## src/rtl/thermo_pkg.sv

```systemverilog
// Shared types and constants for the thermostat control FSM.
// Frost encodings are only reachable when ANTIFREEZE_EN is defined.
package thermo_pkg;

    typedef enum logic [2:0] {
        ST_OFF   = 3'd0,
        ST_IDLE  = 3'd1,
        ST_HEAT  = 3'd2,
        ST_COOL  = 3'd3,
        ST_WIN   = 3'd4,
        ST_FROST = 3'd5
    } state_e;

    localparam logic [1:0] LED_OFF  = 2'b00;
    localparam logic [1:0] LED_HEAT = 2'b01;
    localparam logic [1:0] LED_COOL = 2'b10;
    localparam logic [1:0] LED_STBY = 2'b11;

    localparam logic [1:0] WC_NONE  = 2'b00;
    localparam logic [1:0] WC_HEAT  = 2'b01;
    localparam logic [1:0] WC_COOL  = 2'b10;
    localparam logic [1:0] WC_FROST = 2'b11;

    localparam logic signed [3:0] COMFORT_TH     = 4'sd1;
    localparam logic signed [3:0] FROST_ENTER_TH = 4'sd3;
    localparam logic signed [3:0] FROST_EXIT_TH  = 4'sd1;

    // Widen the 3-bit two's complement error so thresholds up to 7 compare cleanly.
    function automatic logic signed [3:0] sext_delta(input logic [2:0] d);
        return $signed({d[2], d});
    endfunction

endpackage

```

## src/rtl/thermo_hold_timer.sv

```systemverilog
// Minimum-on-time counter: clear on entry, count while running, saturate,
// and flag once the count has reached MIN_ON_CYC.
module thermo_hold_timer #(
    parameter int MIN_ON_CYC = 2
) (
    input  logic clk,
    input  logic rst,
    input  logic clr_i,
    input  logic en_i,
    output logic done_o
);

    localparam int CW = $clog2(MIN_ON_CYC + 1);
    localparam logic [CW-1:0] HOLD_MAX = CW'(MIN_ON_CYC);

    logic [CW-1:0] hold_q;
    logic [CW-1:0] hold_d;

    // Next count: clear wins over increment, increment stops at the limit.
    always_comb begin
        hold_d = hold_q;
        if (clr_i) begin
            hold_d = '0;
        end else if (en_i && (hold_q != HOLD_MAX)) begin
            hold_d = hold_q + CW'(1);
        end else begin
            hold_d = hold_q;
        end
    end

    // Count register with synchronous reset.
    always_ff @(posedge clk) begin
        if (rst) begin
            hold_q <= '0;
        end else begin
            hold_q <= hold_d;
        end
    end

    assign done_o = (hold_q >= HOLD_MAX);

endmodule

```

## src/rtl/thermostat_ctrl_fsm.sv

```systemverilog
// Thermostat control FSM: heat/cool/idle decision, window and run overrides.
// Optional ANTIFREEZE_EN adds a FROST sub-state of WIN driving the antifreeze circuit.
module thermostat_ctrl_fsm
    import thermo_pkg::*;
#(
    parameter int MIN_ON_CYC = 2,
    parameter int ECO_TH     = 2
) (
    input  logic       clk,
    input  logic       rst,
    input  logic       active,
    input  logic       RUN,
    input  logic       WS,
    input  logic [2:0] DELTA,
    output logic [1:0] LED,
    output logic [1:0] ID_WC,
    output logic       T_WC,
    output logic       CLR_WC
);

    state_e state_q;
    state_e state_d;
    logic   clr_wc_q;
    logic   clr_wc_d;

    logic signed [3:0] delta_s;
    logic signed [3:0] ts_s;
    logic              hold_done_s;
    logic              enter_run_s;
    logic              in_run_s;

    assign delta_s  = sext_delta(DELTA);
    assign ts_s     = active ? COMFORT_TH : $signed(4'(ECO_TH));
    assign in_run_s = (state_q == ST_HEAT) || (state_q == ST_COOL);

    thermo_hold_timer #(
        .MIN_ON_CYC (MIN_ON_CYC)
    ) u_hold (
        .clk    (clk),
        .rst    (rst),
        .clr_i  (enter_run_s),
        .en_i   (in_run_s),
        .done_o (hold_done_s)
    );

    // Next state: RUN off beats window open, which beats the thermal rules.
    always_comb begin
        state_d = state_q;
        if (!RUN) begin
            state_d = ST_OFF;
        end else if (!WS) begin
`ifdef ANTIFREEZE_EN
            case (state_q)
                ST_WIN:   state_d = (delta_s >= FROST_ENTER_TH) ? ST_FROST : ST_WIN;
                ST_FROST: state_d = (delta_s <= FROST_EXIT_TH) ? ST_WIN : ST_FROST;
                default:  state_d = ST_WIN;
            endcase
`else
            state_d = ST_WIN;
`endif
        end else begin
            case (state_q)
                ST_OFF, ST_WIN, ST_FROST: state_d = ST_IDLE;
                ST_IDLE: begin
                    if (delta_s >= ts_s) begin
                        state_d = ST_HEAT;
                    end else if (delta_s <= -ts_s) begin
                        state_d = ST_COOL;
                    end else begin
                        state_d = ST_IDLE;
                    end
                end
                ST_HEAT: state_d = ((delta_s <= 4'sd0) && hold_done_s) ? ST_IDLE : ST_HEAT;
                ST_COOL: state_d = ((delta_s >= 4'sd0) && hold_done_s) ? ST_IDLE : ST_COOL;
                default: state_d = ST_OFF;
            endcase
        end
    end

    assign enter_run_s = ((state_d == ST_HEAT) || (state_d == ST_COOL)) && (state_d != state_q);
    assign clr_wc_d    = enter_run_s;

    // State and clear-pulse registers.
    always_ff @(posedge clk) begin
        if (rst) begin
            state_q  <= ST_OFF;
            clr_wc_q <= 1'b0;
        end else begin
            state_q  <= state_d;
            clr_wc_q <= clr_wc_d;
        end
    end

    // Moore decode of the state register onto LEDs and the water circuit.
    always_comb begin
        LED   = LED_OFF;
        ID_WC = WC_NONE;
        T_WC  = 1'b0;
        case (state_q)
            ST_OFF: begin
                LED = LED_OFF;  ID_WC = WC_NONE; T_WC = 1'b0;
            end
            ST_IDLE, ST_WIN: begin
                LED = LED_STBY; ID_WC = WC_NONE; T_WC = 1'b0;
            end
            ST_HEAT: begin
                LED = LED_HEAT; ID_WC = WC_HEAT; T_WC = 1'b1;
            end
            ST_COOL: begin
                LED = LED_COOL; ID_WC = WC_COOL; T_WC = 1'b1;
            end
            ST_FROST: begin
`ifdef ANTIFREEZE_EN
                LED = LED_STBY; ID_WC = WC_FROST; T_WC = 1'b1;
`else
                LED = LED_STBY; ID_WC = WC_NONE; T_WC = 1'b0;
`endif
            end
            default: begin
                LED = LED_OFF;  ID_WC = WC_NONE; T_WC = 1'b0;
            end
        endcase
    end

    assign CLR_WC = clr_wc_q;

endmodule

```

## config.mk

```make
export PLATFORM = sky130hd
export DESIGN_NAME = thermostat_ctrl_fsm
export DESIGN_NICKNAME = d
export VERILOG_FILES = /design/src/rtl/thermo_pkg.sv /design/src/rtl/thermo_hold_timer.sv /design/src/rtl/thermostat_ctrl_fsm.sv
export SDC_FILE = /design/constraint.sdc
export NUM_CORES = 1
export LEC_CHECK = 0
export CORE_AREA = 3 3 40 42
export CTS_BUF_LIST = sky130_fd_sc_hd__clkbuf_2 sky130_fd_sc_hd__clkbuf_4 sky130_fd_sc_hd__clkbuf_8
export DETAILED_ROUTE_END_ITERATION = 7
export DIE_AREA = 0 0 43 45
export RECOVER_POWER = 100
export SETUP_SLACK_MARGIN = 0.5
export SLEW_MARGIN = 0
export SYNTH_ARGS = -nofsm -noshare
export SYNTH_HDL_FRONTEND = slang
export SYNTH_HIERARCHICAL = 1
export SYNTH_SLANG_ARGS = --single-unit
```

## constraint.sdc

```tcl
create_clock -name clk -period 2.95 [get_ports clk]
set_input_delay 0.295 -clock clk [delete_from_list [all_inputs] [get_ports clk]]
set_output_delay 0.295 -clock clk [all_outputs]
set_load 0.02 [all_outputs]
```

==> flow_summary.json <==
{
  "path_max_fanout": 6,
  "p_clk_share_pct": 39.3,
  "syn_area_um2": 381.6,
  "max-vdd-ir-drop_mv": 0.1724,
  "post_route_drc": 0,
  "numClockSinks": 6,
  "grt.total_usage_pct": 9.599,
  "clkTransAtPathRegs_ps": 50,
  "maxCapViolations": 0,
  "tightestPinTransition_ps": 372.1,
  "antenna_violations_before_repair": 0,
  "nNetsFinal": 72,
  "starting_utilization_of_the_core_area_pct": 29.70,
  "run_status": "finished clean",
  "power_per_cell_area_nw_per_um2": 360.2,
  "switching_share_pct": 24.64,
  "critPathLaunchType": "flop",
  "power.share.combinational_pct": 17.3,
  "switchingPower_mw": 0.04820,
  "worst_skew_pair.late_latency_ps": 240,
  "cts-root-to-sink-buffers": 2,
  "floorplan.die.height_um": 45,
  "final.min_clock_period_ps": 2099,
  "timing_worst_setup_path_type": "flop to output pin",
  "post-route-period-util_pct": 71.15,
  "detail_route.wl_per_cell_um": 10.81,
  "postRouteAntennaNets": 0,
  "timing_hold_violations_final": 0,
  "placed_cells": 71,
  "cts_resized": 0,
  "fp.coreArea_um2": 1285,
  "detailed_place_hpwl_um": 654.4,
  "fmaxAchievable_mhz": 476.5,
  "cts-buffers-inserted": 3,
  "maxSlewViolCount": 0,
  "synth_cell_type_count": 23,
  "postSynthRegisterBits": 6,
  "antenna_cells": 0,
  "skew_ps": 1.957,
  "library_cell_occupying_the_most_area_in_the_post_synthesis_netlist": "sky130_fd_sc_hd__dfxtp_1",
  "drt-total-wl_um": 800,
  "setup_viol": 0,
  "port-buffer-count": 13,
  "timing.setup.tns_ps": 0,
  "synth.top_cell.area_share_pct": 31.48,
  "clock_tree.root_cell": "sky130_fd_sc_hd__clkbuf_4",
  "grt.overflow.total": 0,
  "non_filler_cells_in_the_finished_layout": 74,
  "sequential_cell_area_um2": 120.1,
  "drt_iter0_markers": 5,
  "grt_setup_unrepaired": "false",
  "setup_ws_ps": 851.2,
  "post_synth_main_area_contributors": "sky130_fd_sc_hd__dfxtp_1 (31%), sky130_fd_sc_hd__ha_1 (9.8%), sky130_fd_sc_hd__a211o_1 (4.6%)",
  "fp.dieArea_um2": 1935,
  "number_of_nets_produced_by_synthesis": 54,
  "holdWs_ps": 546.9,
  "drive_gt1_share_pct": 16.95,
  "cell_internal_pwr_mw": 0.1474,
  "cts_tree": "built",
  "static-leakage-power_nw": 0.2212,
  "setup_bufs_post_cts": 0,
  "setup.worst_path.end_class": "output pin",
  "gp_congestion": 0.7304,
  "p_seq_share_pct": 43.4,
  "drt-pass1-iter-count": 4,
  "grt_pass1_wl_um": 1352,
  "floorplan.io_pins": 14,
  "post-place-ws_ps": 862.0,
  "num_rows": 13,
  "count_of_vias_placed_by_the_detailed_router": 345,
  "grt_pass1_vias": 328,
  "slew_headroom_pct": 74.55,
  "cts_htree_levels": 1,
  "ys_seq_area_share_pct": 31.48,
  "grt_max_degree": 7,
  "count_of_yosys_warnings_during_synthesis": 6,
  "post_syn_area_per_cell_um2": 8.875,
  "multi_input_area_um2": 236.5,
  "worst_hold_path_type": "flop to flop",
  "area_growth_syn_to_layout_pct": 42.30,
  "n_fill_cell": 132,
  "worst_ep_arrival_time_ps": 1800,
  "floorplan.die.width_um": 43,
  "detail_route.vias_per_cell": 4.662,
  "worst-endpoint-required_ps": 2650,
  "syn-instance-count": 43,
  "post_cts_hold_buffer_count": 0
}
-- worst max-delay path, stage by stage, from the launching register on --
cell	delay, ps
sky130_fd_sc_hd__dfxtp_1	410
sky130_fd_sc_hd__nor2b_1	300
sky130_fd_sc_hd__and2_2	180
sky130_fd_sc_hd__dlygate4sd3_1	660
-- path summary, 6_finish.rpt --
kind	startpoint	end	slack, ps	cells past startpoint
worst min-delay path	u_hold/hold_q[0]	u_hold/hold_q[0]	550	2
worst min register to register	u_hold/hold_q[0]	u_hold/hold_q[0]	550	2
worst max register to register	state_q[1]	u_hold/hold_q[1]	1430	4
worst max-delay path	state_q[1]	ID_WC[0]	850	3
-- area by class of cell --
class / instances / share of cell area (%)
clock buffers: 3 / 4.147
inverters: 4 / 2.765
multi-input cells: 33 / 43.55
flip-flops and latches: 6 / 22.12
well taps: 15 / 3.456
repair buffers: 13 / 23.96
-- state kept, by name (all words and copies together) (netlist names) --
name and flops:
state_q 3, u_hold/hold_q 2, CLR_WC 1
-- cells by family (layout without fill, tap and decap cells) --
logic type | Yosys count | after routing | share of synthesized area (%)
AOI/OAI and AO/OA | 8 | 8 | 19.02
xor gates and xnor gates | 2 | 2 | 4.591
muxes | 1 | 1 | 2.623
and+or+nand+nor | 19 | 19 | 28.53
buffers and inverters | 4 | 20 | 3.933
adders and majority gates | 3 | 3 | 9.837
DFF | 6 | 6 | 31.48
-- cell usage in the layout, fill, tap and decap left out, drive strengths merged, types with 3 or more instances in the layout --
cell type | synthesis | final
inv | 4 | 4
ha | 3 | 3
dfxtp | 6 | 6
nor2 | 5 | 5
nand2 | 3 | 3
clkbuf | 0 | 3
dlygate4sd3 | 0 | 8
clkdlybuf4s50 | 0 | 5
nor3 | 3 | 3
-- metal layers --
metal  routed length (µm)  track usage, %  up-vias
li1                     -               -      183
met1                  379           12.38      146
met2                  358           13.77       16
met3                   61           2.390        0
met4                    0           7.229        0
met5                    0               0        -
-- power by group through the flow --
stage / logic [mW] / clock network [mW] / registers [mW]
2_1_floorplan: 0.0181 / 0 / 0.0862
3_3_place_gp: 0.0368 / 0 / 0.0863
3_5_place_dp: 0.0372 / 0 / 0.0863
4_1_cts: 0.0373 / 0.0796 / 0.0848
5_1_grt: 0.0375 / 0.0845 / 0.0850
6_report: 0.0339 / 0.0769 / 0.0848
-- stage by stage --
step           power, mW  util, %  cell area, µm²
4_1_cts           0.2017    43.04           553.0
3_5_place_dp      0.1236    41.29           530.5
6_report          0.1956    42.26           543.0
3_3_place_gp      0.1231    41.29           530.5
5_1_grt           0.2070    42.26           543.0
2_1_floorplan     0.1042        -           381.6
-- cell usage after synthesis --
library cell	number
sky130_fd_sc_hd__a2111oi_2	1
sky130_fd_sc_hd__a211o_1	2
sky130_fd_sc_hd__a21oi_2	2
sky130_fd_sc_hd__a311oi_1	1
sky130_fd_sc_hd__and2_2	2
sky130_fd_sc_hd__dfxtp_1	6
sky130_fd_sc_hd__ha_1	3
sky130_fd_sc_hd__inv_1	3
sky130_fd_sc_hd__inv_2	1
sky130_fd_sc_hd__mux2i_1	1
sky130_fd_sc_hd__nand2_1	3
sky130_fd_sc_hd__nand2b_1	1
sky130_fd_sc_hd__nor2_1	4
sky130_fd_sc_hd__nor2_2	1
sky130_fd_sc_hd__nor2b_1	1
sky130_fd_sc_hd__nor2b_4	1
sky130_fd_sc_hd__nor3_1	3
sky130_fd_sc_hd__nor3b_1	1
sky130_fd_sc_hd__o21ai_0	1
sky130_fd_sc_hd__o221ai_1	1
sky130_fd_sc_hd__or2_2	1
sky130_fd_sc_hd__or3_1	1
sky130_fd_sc_hd__xnor2_1	2
Power figures use the tool's default switching activity.
